**config.mk**
```make
export PLATFORM = sky130hd
export DESIGN_NAME = dmem_bridge
export DESIGN_NICKNAME = d
export VERILOG_FILES = /design/src/rtl/dmem_bridge_pkg.sv /design/src/rtl/dmem_bridge_sync_fifo.sv /design/src/rtl/dmem_bridge.sv
export SDC_FILE = /design/constraint.sdc
export NUM_CORES = 1
export LEC_CHECK = 0
export CORE_ASPECT_RATIO = 0.7
export CORE_MARGIN = 1
export CORE_UTILIZATION = 40
export CTS_BUF_LIST = sky130_fd_sc_hd__clkbuf_4 sky130_fd_sc_hd__clkbuf_8
export DETAILED_ROUTE_END_ITERATION = 7
export SYNTH_ARGS = -nofsm -noshare
export SYNTH_HDL_FRONTEND = slang
export SYNTH_SLANG_ARGS = --single-unit
export TNS_END_PERCENT = 30
```
**constraint.sdc**
```tcl
create_clock -name i_clk -period 3.9 [get_ports i_clk]
set_input_delay 1.17 -clock i_clk [delete_from_list [all_inputs] [get_ports i_clk]]
set_output_delay 1.17 -clock i_clk [all_outputs]
set_load 0.005 [all_outputs]
```
**src/rtl/dmem_bridge_pkg.sv**
```systemverilog
// Shared types for the data-memory bridge: address/data types, FSM states,
// and the write-buffer entry layout.
package dmem_bridge_pkg;

    localparam int DMB_ADDR_W = 32;
    localparam int DMB_DATA_W = 32;

    typedef logic [DMB_ADDR_W-1:0] addr_t;
    typedef logic [DMB_DATA_W-1:0] data_t;

    typedef enum logic [2:0] {
        IDLE,
        RD_DRAIN,
        RD_REQ,
        RD_WAIT,
        RD_DONE
    } dmb_state_e;

    typedef struct packed {
        addr_t addr;
        data_t data;
    } wbuf_entry_t;

    // States in which the write-buffer head may own the request bus.
    function automatic logic head_may_drive(input dmb_state_e s);
        return (s == IDLE) || (s == RD_DRAIN);
    endfunction

endpackage

```
**src/rtl/dmem_bridge_sync_fifo.sv**
```systemverilog
// Small synchronous FIFO with a combinational head (first-word fall-through).
// Storage is not reset; only pointers and occupancy are, so a reset flushes it.
module sync_fifo #(
    parameter int  DEPTH = 4,
    parameter type T     = logic [7:0]
) (
    input  logic                       i_clk,
    input  logic                       i_rstn,
    input  logic                       i_push,
    input  logic                       i_pop,
    input  T                           i_data,
    output T                           o_data,
    output logic                       o_full,
    output logic                       o_empty,
    output logic [$clog2(DEPTH):0]     o_count
);

    localparam int PTR_W = $clog2(DEPTH);
    localparam int CNT_W = PTR_W + 1;

    T                 mem_q [DEPTH];
    logic [PTR_W-1:0] wr_ptr_q;
    logic [PTR_W-1:0] rd_ptr_q;
    logic [CNT_W-1:0] count_q;
    logic             do_push;
    logic             do_pop;

    assign o_full  = (count_q == CNT_W'(DEPTH));
    assign o_empty = (count_q == '0);
    assign o_count = count_q;
    assign o_data  = mem_q[rd_ptr_q];
    assign do_push = i_push && !o_full;
    assign do_pop  = i_pop && !o_empty;

    // Entry storage: written at the tail on an accepted push.
    always_ff @(posedge i_clk) begin
        if (do_push) begin
            mem_q[wr_ptr_q] <= i_data;
        end
    end

    // Pointers wrap naturally (DEPTH is a power of two); count tracks occupancy.
    always_ff @(posedge i_clk or negedge i_rstn) begin
        if (!i_rstn) begin
            wr_ptr_q <= '0;
            rd_ptr_q <= '0;
            count_q  <= '0;
        end else begin
            if (do_push) begin
                wr_ptr_q <= wr_ptr_q + PTR_W'(1);
            end
            if (do_pop) begin
                rd_ptr_q <= rd_ptr_q + PTR_W'(1);
            end
            case ({do_push, do_pop})
                2'b10:   count_q <= count_q + CNT_W'(1);
                2'b01:   count_q <= count_q - CNT_W'(1);
                default: count_q <= count_q;
            endcase
        end
    end

endmodule

```
**src/rtl/dmem_bridge.sv**
```systemverilog
// Bridge from a zero-wait core data-memory port to a valid/ready request bus
// with a separate read-response channel. Stores are posted into a write
// buffer; loads drain the buffer first, then stall the core until data returns.
module dmem_bridge
    import dmem_bridge_pkg::*;
#(
    parameter int ADDR_W     = DMB_ADDR_W,
    parameter int DATA_W     = DMB_DATA_W,
    parameter int WBUF_DEPTH = 4
) (
    input  logic              i_clk,
    input  logic              i_rstn,
    input  logic [ADDR_W-1:0] i_core_addr,
    input  logic [DATA_W-1:0] i_core_wd,
    input  logic              i_core_wen,
    input  logic              i_core_ren,
    output logic [DATA_W-1:0] o_core_rd,
    output logic              o_core_stall,
    output logic              o_bus_req_valid,
    input  logic              i_bus_req_ready,
    output logic              o_bus_req_we,
    output logic [ADDR_W-1:0] o_bus_req_addr,
    output logic [DATA_W-1:0] o_bus_req_wdata,
    input  logic              i_bus_rsp_valid,
    input  logic [DATA_W-1:0] i_bus_rsp_rdata
);

    localparam int CNT_W = $clog2(WBUF_DEPTH) + 1;

    typedef struct packed {
        logic [ADDR_W-1:0] addr;
        logic [DATA_W-1:0] data;
    } entry_t;

    dmb_state_e        state_q, state_d;
    logic [DATA_W-1:0] rd_q, rd_d;

    entry_t            push_entry;
    entry_t            head_entry;
    logic              fifo_push;
    logic              fifo_pop;
    logic              fifo_full;
    logic              fifo_empty;
    logic [CNT_W-1:0]  fifo_count;

    logic              rd_req;
    logic              head_drive;

    // A simultaneous store and load is illegal; it is handled as a store.
    assign rd_req     = i_core_ren && !i_core_wen;
    assign head_drive = head_may_drive(state_q) && !fifo_empty;
    assign push_entry = '{addr: i_core_addr, data: i_core_wd};
    assign o_core_rd  = rd_q;

    sync_fifo #(
        .DEPTH (WBUF_DEPTH),
        .T     (entry_t)
    ) u_wbuf (
        .i_clk   (i_clk),
        .i_rstn  (i_rstn),
        .i_push  (fifo_push),
        .i_pop   (fifo_pop),
        .i_data  (push_entry),
        .o_data  (head_entry),
        .o_full  (fifo_full),
        .o_empty (fifo_empty),
        .o_count (fifo_count)
    );

    // Next state, stall, write-buffer control and request-bus mux.
    always_comb begin
        state_d         = state_q;
        rd_d            = rd_q;
        o_core_stall    = 1'b0;
        o_bus_req_valid = 1'b0;
        o_bus_req_we    = 1'b0;
        o_bus_req_addr  = '0;
        o_bus_req_wdata = '0;
        fifo_push       = 1'b0;
        fifo_pop        = 1'b0;

        // Buffered writes own the bus whenever no read is in flight.
        if (head_drive) begin
            o_bus_req_valid = 1'b1;
            o_bus_req_we    = 1'b1;
            o_bus_req_addr  = head_entry.addr;
            o_bus_req_wdata = head_entry.data;
            fifo_pop        = i_bus_req_ready;
        end

        case (state_q)
            IDLE: begin
                if (i_core_wen) begin
                    // Fullness is the registered count: a pop this cycle does not help.
                    if (fifo_full) begin
                        o_core_stall = 1'b1;
                    end else begin
                        fifo_push = 1'b1;
                    end
                end else if (rd_req) begin
                    o_core_stall = 1'b1;
                    state_d      = fifo_empty ? RD_REQ : RD_DRAIN;
                end
            end
            RD_DRAIN: begin
                // Earlier stores must reach the bus before the load is issued.
                o_core_stall = 1'b1;
                if (fifo_empty || (fifo_count == CNT_W'(1) && fifo_pop)) begin
                    state_d = RD_REQ;
                end
            end
            RD_REQ: begin
                // Core is held, so its address is stable for the whole request.
                o_core_stall    = 1'b1;
                o_bus_req_valid = 1'b1;
                o_bus_req_we    = 1'b0;
                o_bus_req_addr  = i_core_addr;
                if (i_bus_req_ready) begin
                    state_d = RD_WAIT;
                end
            end
            RD_WAIT: begin
                o_core_stall = 1'b1;
                if (i_bus_rsp_valid) begin
                    rd_d    = i_bus_rsp_rdata;
                    state_d = RD_DONE;
                end
            end
            RD_DONE: begin
                // Core consumes rd_q this cycle; nothing new is issued here.
                state_d = IDLE;
            end
            default: begin
                state_d = IDLE;
            end
        endcase
    end

    // FSM state and captured load data.
    always_ff @(posedge i_clk or negedge i_rstn) begin
        if (!i_rstn) begin
            state_q <= IDLE;
            rd_q    <= '0;
        end else begin
            state_q <= state_d;
            rd_q    <= rd_d;
        end
    end

    // Protocol sanity: no store+load together, no response outside RD_WAIT.
    always_ff @(posedge i_clk) begin
        if (i_rstn) begin
            assert (!(i_core_wen && i_core_ren));
            assert (!(i_bus_rsp_valid && (state_q != RD_WAIT)));
        end
    end

endmodule

```
==> flow_metrics.env, run 1 <==
export IMPL_status="completed"
export IMPL_synth_edf_count=256
export IMPL_layout_min_cycle_time_ns=3.78
export IMPL_hold_buffers=0
export IMPL_area_growth_pct=31.1
export IMPL_postSynthCellCount=544
export IMPL_power_density_nw_per_um2=703
export IMPL_finalWeightedCongestion=0.733
export IMPL_cp_slowest_cell="clkdlybuf4s50_1"
export IMPL_cp_arrival_ns=2.61
export IMPL_viasPerCell=5.10
export IMPL_core_area_um2=28100
export IMPL_clkSlewWorstSetupHoldPaths_ns=0.06
export IMPL_synth_avg_cell_area_um2=21.3
export IMPL_period_share_pct=96.8
export IMPL_maxCapViolations=0
export IMPL_path_cells="inv_2 -> ha_2 -> nor2b_4 -> nor3_4 -> buf_4 -> clkbuf_16 -> or2_2 -> clkdlybuf4s50_1"
export IMPL_finish_utilization_pct=54.1
export IMPL_overflow=0
export IMPL_hold_ws_ns=0.489
export IMPL_htreeDepth=2
export IMPL_layout_commonest_cell="edfxtp_1"
export IMPL_synth_seq_cells=298
export IMPL_antenna_found_initial=2
export IMPL_ys_types=33
export IMPL_start_kind="flop"
export IMPL_crit_buf_inv=4
export IMPL_drt_total_wl_um=26300
export IMPL_clock_sinks=298
export IMPL_layout_setup_ws_ns=0.125
export IMPL_max_freq_mhz=265
export IMPL_post_place_ws_ns=0.244
export IMPL_final_antenna_net_count=0
export IMPL_worstSetupPathDepth=8
export IMPL_timing_worst_setup_path_type="flop to primary output"
export IMPL_synth_fp_nets=655
export IMPL_layout_common_cells="edfxtp_1, clkdlybuf4s50_1, mux4_2"
export IMPL_first_pass_iters=4
export IMPL_grt_max_degree=43
export IMPL_initial_utilization_pct=41.3
export IMPL_slowest_delay_ns=0.44
export IMPL_grt_pass1_wl_um=38700
export IMPL_syn_cell_area_um2=11600
export IMPL_vias=6104
export IMPL_grt_pass1_vias=6667
export IMPL_numPortBuffers=200
export IMPL_design_area_um2=15200
export IMPL_numCtsBuffers=47
export IMPL_post_dp_hpwl_um=15200
export IMPL_cts_tree="yes"
export IMPL_worst_skew_pair_late_latency_ns=0.56
export IMPL_ys_seq_area_share_pct=75.3
export IMPL_peakVddDrop_mv=0.319
export IMPL_worst_slew_pin_slew_ns=1.13
export IMPL_grt_util_all_layers_pct=17.7
export IMPL_wl_met2_um=12700
export IMPL_dieArea_um2=29700
export IMPL_drcViolationCount=0
export IMPL_setup_viol=0
export IMPL_final_hold_viol_count=0
export IMPL_wire_per_inst_um=21.9
export IMPL_fin_nets=905
export IMPL_hp_class="flop to flop"
export IMPL_cp_top_family="buffers and inverters"
export IMPL_slew_headroom_pct=24.2
export IMPL_endpoint_kind="primary output"
export IMPL_place_area_um2=14100
export IMPL_yosysWarningCount=0
export IMPL_synthFlopType="edfxtp_1"
export IMPL_top_layer="met5"
export IMPL_reg2reg_depth=12
export IMPL_die_w_um=206
export IMPL_cts_root_buffer="clkbuf_8"
export IMPL_whs_path_depth=1
export IMPL_slew_violations=0
export IMPL_cts_buffer_depth=3
export IMPL_rows=51
export IMPL_crit_required_ns=2.73
export IMPL_die_y_um=145
export IMPL_p_leak_nw=5.23
export IMPL_clock_skew_ns=0.0116
export IMPL_dr_wl_met3_um=1710
export IMPL_rsz0062_at_grt="true"
export IMPL_drt_iter0_markers=280
export IMPL_synthArstFlopShare_pct=14.1
export IMPL_met1_length_um=11400
export IMPL_num_io_pins=201
export IMPL_drive_above_1_share_pct=22.4
export IMPL_critPathMaxFanout=15
routing by layer:
layer | vias to the layer above | GRT usage (%)
met1 | 3163 | 23.2
met3 | 43 | 5.05
met5 | - | 0
met4 | 2 | 5.58
met2 | 181 | 28.6
li1 | 2715 | -
cells by family (layout without fill, tap and decap cells):
group | after synthesis | after routing | synth area share, %
muxes | 97 | 97 | 15.6
adders and majority gates | 9 | 9 | 0.970
xor gates and xnor gates | 6 | 6 | 0.453
and+or+nand+nor | 58 | 58 | 3.13
AOI/OAI and AO/OA | 41 | 41 | 2.91
DFF | 298 | 298 | 75.3
buffers and inverters | 35 | 317 | 1.66
other | 0 | 1 | 0
synthesized netlist by cell type, types with 3 or more instances:
| cell type | instances | share of area [%] |
|---|---|---|
| a22o_1 | 32 | 2.4 |
| and2_1 | 37 | 2.0 |
| buf_2 | 16 | 0.69 |
| buf_6 | 5 | 0.48 |
| clkbuf_1 | 7 | 0.23 |
| dfrtp_1 | 42 | 9.1 |
| edfxtp_1 | 256 | 66 |
| ha_1 | 9 | 0.97 |
| inv_1 | 6 | 0.19 |
| mux2_1 | 29 | 2.8 |
| mux2_2 | 3 | 0.29 |
| mux4_2 | 64 | 12 |
| nand2_1 | 5 | 0.16 |
| nand2b_1 | 3 | 0.16 |
| nor2_1 | 3 | 0.097 |
| xnor2_1 | 4 | 0.30 |
layout make-up:
class	count	area (µm²)
antenna	1	2.50
clock buffer	68	811
clock inverter	13	58.8
fill	2207	12900
inverter	6	22.5
multi-input combinational	211	2710
sequential	298	8750
tap	371	464
timing repair buffer	230	2410
worst paths after layout:
check,start,endpoint,slack [ns]
hold / removal,o_core_rd[24]$_DFFE_PN0P_,o_core_rd[24]$_DFFE_PN0P_,0.49
min in group asynchronous,i_rstn,o_core_rd[26]$_DFFE_PN0P_,0.75
setup / recovery,u_wbuf.o_count[1]$_DFFE_PN0P_,o_bus_req_valid,0.12
max in group asynchronous,i_rstn,u_wbuf.rd_ptr_q[1]$_DFFE_PN0P_,2.43
hold reg to reg,o_core_rd[24]$_DFFE_PN0P_,o_core_rd[24]$_DFFE_PN0P_,0.49
setup reg to reg,u_wbuf.o_count[1]$_DFFE_PN0P_,u_wbuf.o_count[2]$_DFFE_PN0P_,1.45
sequential cells by signal (all words and copies together) (netlist names):
name / flops
o_core_rd: 32
state_q: 3
u_wbuf.mem_q: 256
u_wbuf.o_count: 3
u_wbuf.rd_ptr_q: 2
u_wbuf.wr_ptr_q: 2
worst reg2reg max path, stage by stage (launching register included):
cell	delay (ns)
dfrtp_1	0.38
inv_2	0.07
ha_2	0.19
nor2b_4	0.14
nor3_4	0.19
buf_4	0.21
clkbuf_16	0.20
buf_4	0.15
and2_1	0.17
ha_1	0.23
mux2i_1	0.20
nor2_1	0.06
xor2_1	0.14
where the power goes:
part,internal (mW),leakage [nW],switching (mW)
clock network,1.33,0.468,1.14
registers,3.92,2.81,0.264
logic,2.39,1.96,1.64
total,7.64,5.23,3.05
timing repair:
action / 4_1_cts / 5_1_grt
setup buffers: 3 / 7
cloned: 2 / 1
setup endpoints to repair: 65 / 62
pin swaps: 1 / 0
gates resized for setup: 7 / 4
through the flow:
| step | power (mW) | TNS, ns | cells |
|---|---|---|---|
| finish | 10.7 | 0 | 1198 |
| floorplan | 6.15 | 0 | 544 |
| global placement | 7.94 | 0 | 1103 |
| detailed placement | 8.01 | 0 | 1103 |
| global route | 11.3 | -0.00841 | 1197 |
| CTS | 10.7 | 0 | 1189 |
Power figures use the tool's default switching activity.
==> run 2: changes to the inputs <==
- ABC_AREA: unset -> 1
- CORE_MARGIN: 1 -> unset
==> flow_metrics.env, run 2 <==
export IMPL_cts_buffer_depth=3
export IMPL_synth_top_family_by_area="simple AND/OR/NAND/NOR gates"
export IMPL_dieArea_um2=30900
export IMPL_initial_utilization_pct=41.3
export IMPL_ys_seq_area_share_pct=72.3
export IMPL_path_cells="inv_1 -> ha_1 -> nand2_2 -> nand2_2 -> buf_12 -> buf_6 -> a21oi_1 -> clkdlybuf4s50_1"
export IMPL_cp_slowest_cell="clkdlybuf4s50_1"
export IMPL_yosys_cell_count_top_type="edfxtp_1"
export IMPL_hp_class="flop to flop"
export IMPL_maxCapViolations=0
export IMPL_reg2reg_depth=11
export IMPL_synth_compound_area_share_pct=5.52
export IMPL_synthArstFlopShare_pct=14.1
export IMPL_post_dp_hpwl_um=16700
export IMPL_status="completed"
export IMPL_layout_commonest_cell="edfxtp_1"
export IMPL_period_share_pct=96.3
export IMPL_slew_headroom_pct=31.2
export IMPL_max_freq_mhz=266
export IMPL_min_to="o_core_rd[26]$_DFFE_PN0P_"
export IMPL_die_y_um=147
export IMPL_drive_above_1_share_pct=9.30
export IMPL_synth_avg_cell_area_um2=11.6
export IMPL_die_w_um=210
export IMPL_wire_per_inst_um=17.0
export IMPL_fill_cells=2512
export IMPL_overflow=0
export IMPL_core_area_um2=29300
export IMPL_fin_setup_tns_ns=0
export IMPL_critPathMaxFanout=22
export IMPL_timing_worst_setup_path_type="flop to primary output"
export IMPL_drt_total_wl_um=28500
export IMPL_drt_iter0_markers=556
export IMPL_rrSetupSlack_ns=1.73
export IMPL_final_antenna_net_count=0
export IMPL_setup_viol=0
export IMPL_area_growth_pct=28.8
export IMPL_r2r_end="u_wbuf.o_count[2]$_DFFE_PN0P_"
export IMPL_cts_tree="yes"
export IMPL_antenna_found_initial=0
export IMPL_viasPerCell=4.86
export IMPL_yosysWarningCount=0
export IMPL_rows=52
export IMPL_cp_top_family="buffers and inverters"
export IMPL_drcViolationCount=0
export IMPL_synth_fp_nets=1156
export IMPL_layout_min_cycle_time_ns=3.76
export IMPL_start_kind="flop"
export IMPL_clkSlewWorstSetupHoldPaths_ns=0.06
export IMPL_crit_required_ns=2.73
export IMPL_finish_utilization_pct=53.2
export IMPL_dp_cells=1590
export IMPL_synthFlopType="edfxtp_1"
export IMPL_yosys_top_cells_count="edfxtp_1, nand2_1, nor2_1, nand3_1, o21ai_1"
export IMPL_layout_common_cells="edfxtp_1, nand2_1, clkdlybuf4s50_1"
export IMPL_clock_sinks=298
export IMPL_p_leak_nw=5.89
export IMPL_synth_seq_cells=298
export IMPL_cp_arrival_ns=2.59
export IMPL_postSynthCellCount=1045
export IMPL_power_density_nw_per_um2=724
export IMPL_numCtsBuffers=47
export IMPL_num_io_pins=201
export IMPL_worst_slew_pin_slew_ns=1.03
export IMPL_ys_top_cells_by_area="edfxtp_1, dfrtp_1, nand2_1"
export IMPL_fin_nets=1373
export IMPL_finalWeightedCongestion=0.721
export IMPL_hp_start="o_core_rd[26]$_DFFE_PN0P_"
export IMPL_grt_pass1_vias=7813
export IMPL_yosysTopAreaCellShare_pct=63.6
export IMPL_clock_skew_ns=0.0309
export IMPL_yosys_area_share_simple_pct=16.5
export IMPL_crit_buf_inv=4
export IMPL_largest_register="u_wbuf.mem_q"
export IMPL_layout_setup_ws_ns=0.143
export IMPL_yosys_area_top_type="edfxtp_1"
export IMPL_cts_root_buffer="clkbuf_8"
export IMPL_hold_buffers=0
export IMPL_antenna_cells=0
export IMPL_grt_pass1_wl_um=44100
export IMPL_largest_reg_flops=256
export IMPL_final_hold_viol_count=0
export IMPL_synthAdderAreaFrac_pct=0.931
export IMPL_slew_violations=0
export IMPL_r2r_start="u_wbuf.o_count[0]$_DFFE_PN0P_"
export IMPL_grt_max_degree=91
export IMPL_numPortBuffers=200
export IMPL_worst_skew_pair_late_latency_ns=0.58
export IMPL_first_pass_iters=5
export IMPL_htreeDepth=2
export IMPL_slowest_delay_ns=0.53
export IMPL_endpoint_kind="primary output"
export IMPL_ys_types=26
export IMPL_synth_xor_xnor_area_share_pct=0.435
export IMPL_synth_edf_count=256
export IMPL_syn_cell_area_um2=12100
export IMPL_vias=8165
export IMPL_post_place_ws_ns=0.192
export IMPL_whs_path_depth=2
export IMPL_grt_util_all_layers_pct=18.6
export IMPL_crit_top_cell="nand2_2"
export IMPL_peakVddDrop_mv=0.491
export IMPL_final_cell_count_no_fill=1679
export IMPL_synthMuxAreaShare_pct=0
==> run 2: changes by cell type in the layout (fill, tap and decap cells not counted), moves of 38 or more <==
cell	delta
nand3_1	+99
inv_1	+40
o21ai_0	+38
nor2_1	+132
nand2_1	+235
mux4_2	-64
o21ai_1	+60
==> run 2: power by group <==
part           switching, mW  leakage, nW  internal [mW]  total (mW)
clock network           1.19        0.491           1.43        2.62
registers              0.185         2.83           3.94        4.13
logic                   2.49         2.57           2.03        4.53
total                   3.87         5.89           7.40        11.3
==> run 2: worst max path at each step <==
stage,from,endpoint,cells after the start
after floorplan,i_core_wen,u_wbuf.mem_q[0][0]$_DFFE_PP_,4
after global placement,i_core_addr[12],o_bus_req_addr[12],4
after detailed placement,i_core_addr[12],o_bus_req_addr[12],4
after CTS,u_wbuf.o_count[0]$_DFFE_PN0P_,o_bus_req_wdata[28],8
after global routing,u_wbuf.o_count[0]$_DFFE_PN0P_,o_bus_req_wdata[28],8
final,u_wbuf.o_count[0]$_DFFE_PN0P_,o_bus_req_wdata[26],8
==> run 2: worst register-to-register path, stage by stage (launching register included) <==
cell and delay [ns]:
dfrtp_1 0.42, inv_1 0.08, ha_1 0.24, nand2_2 0.13, nand2_2 0.11, buf_12 0.19, nor2_2 0.17, ha_1 0.24
inv_1 0.05, o21ai_0 0.21, xor2_1 0.16, inv_1 0.05
==> run 2: per-layer routing <==
layer	vias to the layer above	GRT usage, %	wire length, µm
met5	-	0	0
met4	0	5.73	618
met3	55	3.70	1730
met2	235	27.9	12500
met1	3850	27.3	13600
li1	4025	-	-
==> run 2: what timing repair did <==
action                     in CTS  in global routing
buffers inserted                0                  1
resized for setup               2                 15
setup endpoints to repair      14                 40
==> run 2: cells by family after synthesis <==
group           after synthesis
compound gates              133
fa+ha+maj                     9
xor+xnor                      6
flops                       298
simple gates                489
buf+inv                     110
==> run 2: area by class of cell <==
class,count,area (µm²),share of cell area (%)
Tap cell,378,473,3.04
Sequential cell,298,8740,56.2
Inverter,52,201,1.29
Multi-Input combinational cell,637,2870,18.4
Timing Repair Buffer,226,2350,15.1
Clock buffer,62,772,4.96
Clock inverter,26,165,1.06
==> run 2: through the flow <==
| step | cell area [µm²] | power, mW | hold slack (ns) |
|---|---|---|---|
| 2_1_floorplan | 12100 | 6.54 | 0.472 |
| 3_3_place_gp | 14600 | 8.69 | 0.462 |
| 3_5_place_dp | 14600 | 8.70 | 0.464 |
| 4_1_cts | 15500 | 11.4 | 0.481 |
| 5_1_grt | 15600 | 12.0 | 0.493 |
| 6_report | 15600 | 11.3 | 0.478 |
==> run 3: changes to the inputs <==
--- a/config.mk
+++ b/config.mk
@@ -12,2 +12,3 @@
 export DETAILED_ROUTE_END_ITERATION = 7
+export RECOVER_POWER = 50
 export SYNTH_ARGS = -nofsm -noshare
==> constraint.sdc (replaced) <==
create_clock -name i_clk -period 3.9 [get_ports i_clk]
set_input_delay 0.78 -clock i_clk [delete_from_list [all_inputs] [get_ports i_clk]]
set_output_delay 0.78 -clock i_clk [all_outputs]
set_load 0.005 [all_outputs]
==> flow_metrics.env, run 3 (synthesized netlist as in run 2, its figures left out) <==
export IMPL_status="complete, but fails checks"
export IMPL_violations="capacitance limit, slew limit"
export IMPL_largest_reg_flops=256
export IMPL_drt_total_wl_um=29000
export IMPL_maxCapViolations=1
export IMPL_final_hold_viol_count=0
export IMPL_area_growth_pct=26.6
export IMPL_layout_common_cells="edfxtp_1, nand2_1, nor2_1"
export IMPL_initial_utilization_pct=41.3
export IMPL_hp_class="flop to flop"
export IMPL_finalWeightedCongestion=0.728
export IMPL_crit_required_ns=3.12
export IMPL_htreeDepth=2
export IMPL_design_area_um2=15300
export IMPL_r2r_start="state_q[2]$_DFFE_PN0P_"
export IMPL_ff_latch_area_um2=8740
export IMPL_max_freq_mhz=271
export IMPL_slew_violations=43
export IMPL_fill_cells=2594
export IMPL_dp_cells=1583
export IMPL_p_leak_nw=5.74
export IMPL_vias=8244
export IMPL_grt_max_degree=73
export IMPL_largest_register="u_wbuf.mem_q"
export IMPL_cp_slowest_cell="dfrtp_2"
export IMPL_grt_util_all_layers_pct=18.9
export IMPL_p_int_mw=7.17
export IMPL_critPathMaxFanout=65
export IMPL_path_cells="clkinv_2 -> buf_4 -> nor2_1 -> o21ai_1 -> a21oi_1 -> clkdlybuf4s50_1"
export IMPL_fin_setup_tns_ns=0
export IMPL_core_area_um2=29300
export IMPL_grt_pass1_vias=7964
export IMPL_final_antenna_net_count=0
export IMPL_crit_buf_inv=3
export IMPL_cts_resized_gates=0
export IMPL_drt_iter0_markers=587
export IMPL_num_io_pins=201
export IMPL_place_area_um2=14400
export IMPL_post_dp_hpwl_um=16800
export IMPL_p_seq_share_pct=38.0
export IMPL_viasPerCell=4.95
export IMPL_cts_setup_buffers=0
export IMPL_grt_pass1_wl_um=45300
export IMPL_worst_slew_pin_slew_ns=2.36
export IMPL_switching_power_mw=3.83
export IMPL_slew_headroom_pct=-57.1
export IMPL_endpoint_kind="primary output"
export IMPL_cts_buffer_depth=3
export IMPL_drcViolationCount=0
export IMPL_period_share_pct=94.5
export IMPL_worst_skew_pair_late_latency_ns=0.56
export IMPL_layout_setup_ws_ns=0.214
export IMPL_peakVddDrop_mv=0.465
export IMPL_timing_worst_setup_path_type="flop to primary output"
export IMPL_swShare_pct=34.8
export IMPL_first_pass_iters=5
export IMPL_startpoint="u_wbuf.rd_ptr_q[1]$_DFFE_PN0P_"
export IMPL_clock_sinks=298
export IMPL_combPwrFrac_pct=39.1
export IMPL_layout_min_cycle_time_ns=3.69
export IMPL_slowest_delay_ns=0.70
export IMPL_cp_arrival_ns=2.91
export IMPL_dieArea_um2=30900
export IMPL_setup_viol=0
export IMPL_hp_start="o_core_rd[15]$_DFFE_PN0P_"
export IMPL_cp_top_family="buffers and inverters"
export IMPL_multi_input_area_um2=2850
export IMPL_cts_tree="yes"
export IMPL_start_kind="flop"
export IMPL_clkSlewWorstSetupHoldPaths_ns=0.06
export IMPL_rows=52
export IMPL_power_mw=11.0
export IMPL_wire_per_inst_um=17.4
export IMPL_numPortBuffers=200
export IMPL_antenna_found_initial=1
export IMPL_finish_utilization_pct=52.3
export IMPL_power_density_nw_per_um2=718
export IMPL_layout_commonest_cell="edfxtp_1"
export IMPL_final_cell_count_no_fill=1665
export IMPL_p_clk_share_pct=22.9
export IMPL_post_place_ws_ns=0.793
export IMPL_overflow=0
export IMPL_die_w_um=210
export IMPL_clock_skew_ns=0.0232
export IMPL_rsz0062_at_grt="false"
export IMPL_die_y_um=147
export IMPL_cts_root_buffer="clkbuf_8"
export IMPL_numCtsBuffers=46
export IMPL_hold_ws_ns=0.481
export IMPL_hold_buffers=0
export IMPL_drive_above_1_share_pct=7.85
export IMPL_fin_nets=1364
-- run 3: power groups by stage --
stage	clock [mW]	sequential (mW)	combinational, mW
finish	2.52	4.17	4.30
CTS	2.59	4.17	4.41
global route	2.72	4.22	4.78
global placement	0	4.22	4.36
detailed placement	0	4.23	4.39
floorplan	0	4.20	2.35
-- run 3: layout make-up --
class / count / share of cell area [%]
diodes: 1 / 0.0163
clock buffers: 66 / 5.36
clock inverters: 15 / 0.400
inverters: 52 / 1.29
multi-input cells: 637 / 18.6
flip-flops and latches: 298 / 57.1
well taps: 378 / 3.09
repair buffers: 218 / 14.1
-- run 3: final timing paths --
check                                                      end  slack [ns]  cells after the start
worst max-delay path                        o_bus_req_wdata[3]        0.21                      6
worst min-delay path                 o_core_rd[15]$_DFFE_PN0P_        0.48                      2
worst max register to register       o_core_rd[12]$_DFFE_PN0P_        0.79                      6
worst min register to register       o_core_rd[15]$_DFFE_PN0P_        0.48                      2
max in group asynchronous       u_wbuf.rd_ptr_q[0]$_DFFE_PN0P_        1.29                      1
min in group asynchronous            o_core_rd[13]$_DFFE_PN0P_        0.93                      1
-- run 3: worst reg2reg max path, delay by kind of cell, from the launching register on --
| kind | cells | cell delay, ns |
|---|---|---|
| buf+inv | 3 | 2.18 |
| simple gates | 3 | 0.41 |
| flops | 1 | 0.39 |
-- run 3: per-layer routing --
layer | up-vias | global-route usage (%) | share of wire (%)
li1 | 3993 | - | -
met1 | 3973 | 28.6 | 49
met2 | 235 | 27.7 | 44
met3 | 43 | 3.70 | 6.2
met4 | 0 | 4.96 | 1.4
met5 | - | 0 | 0
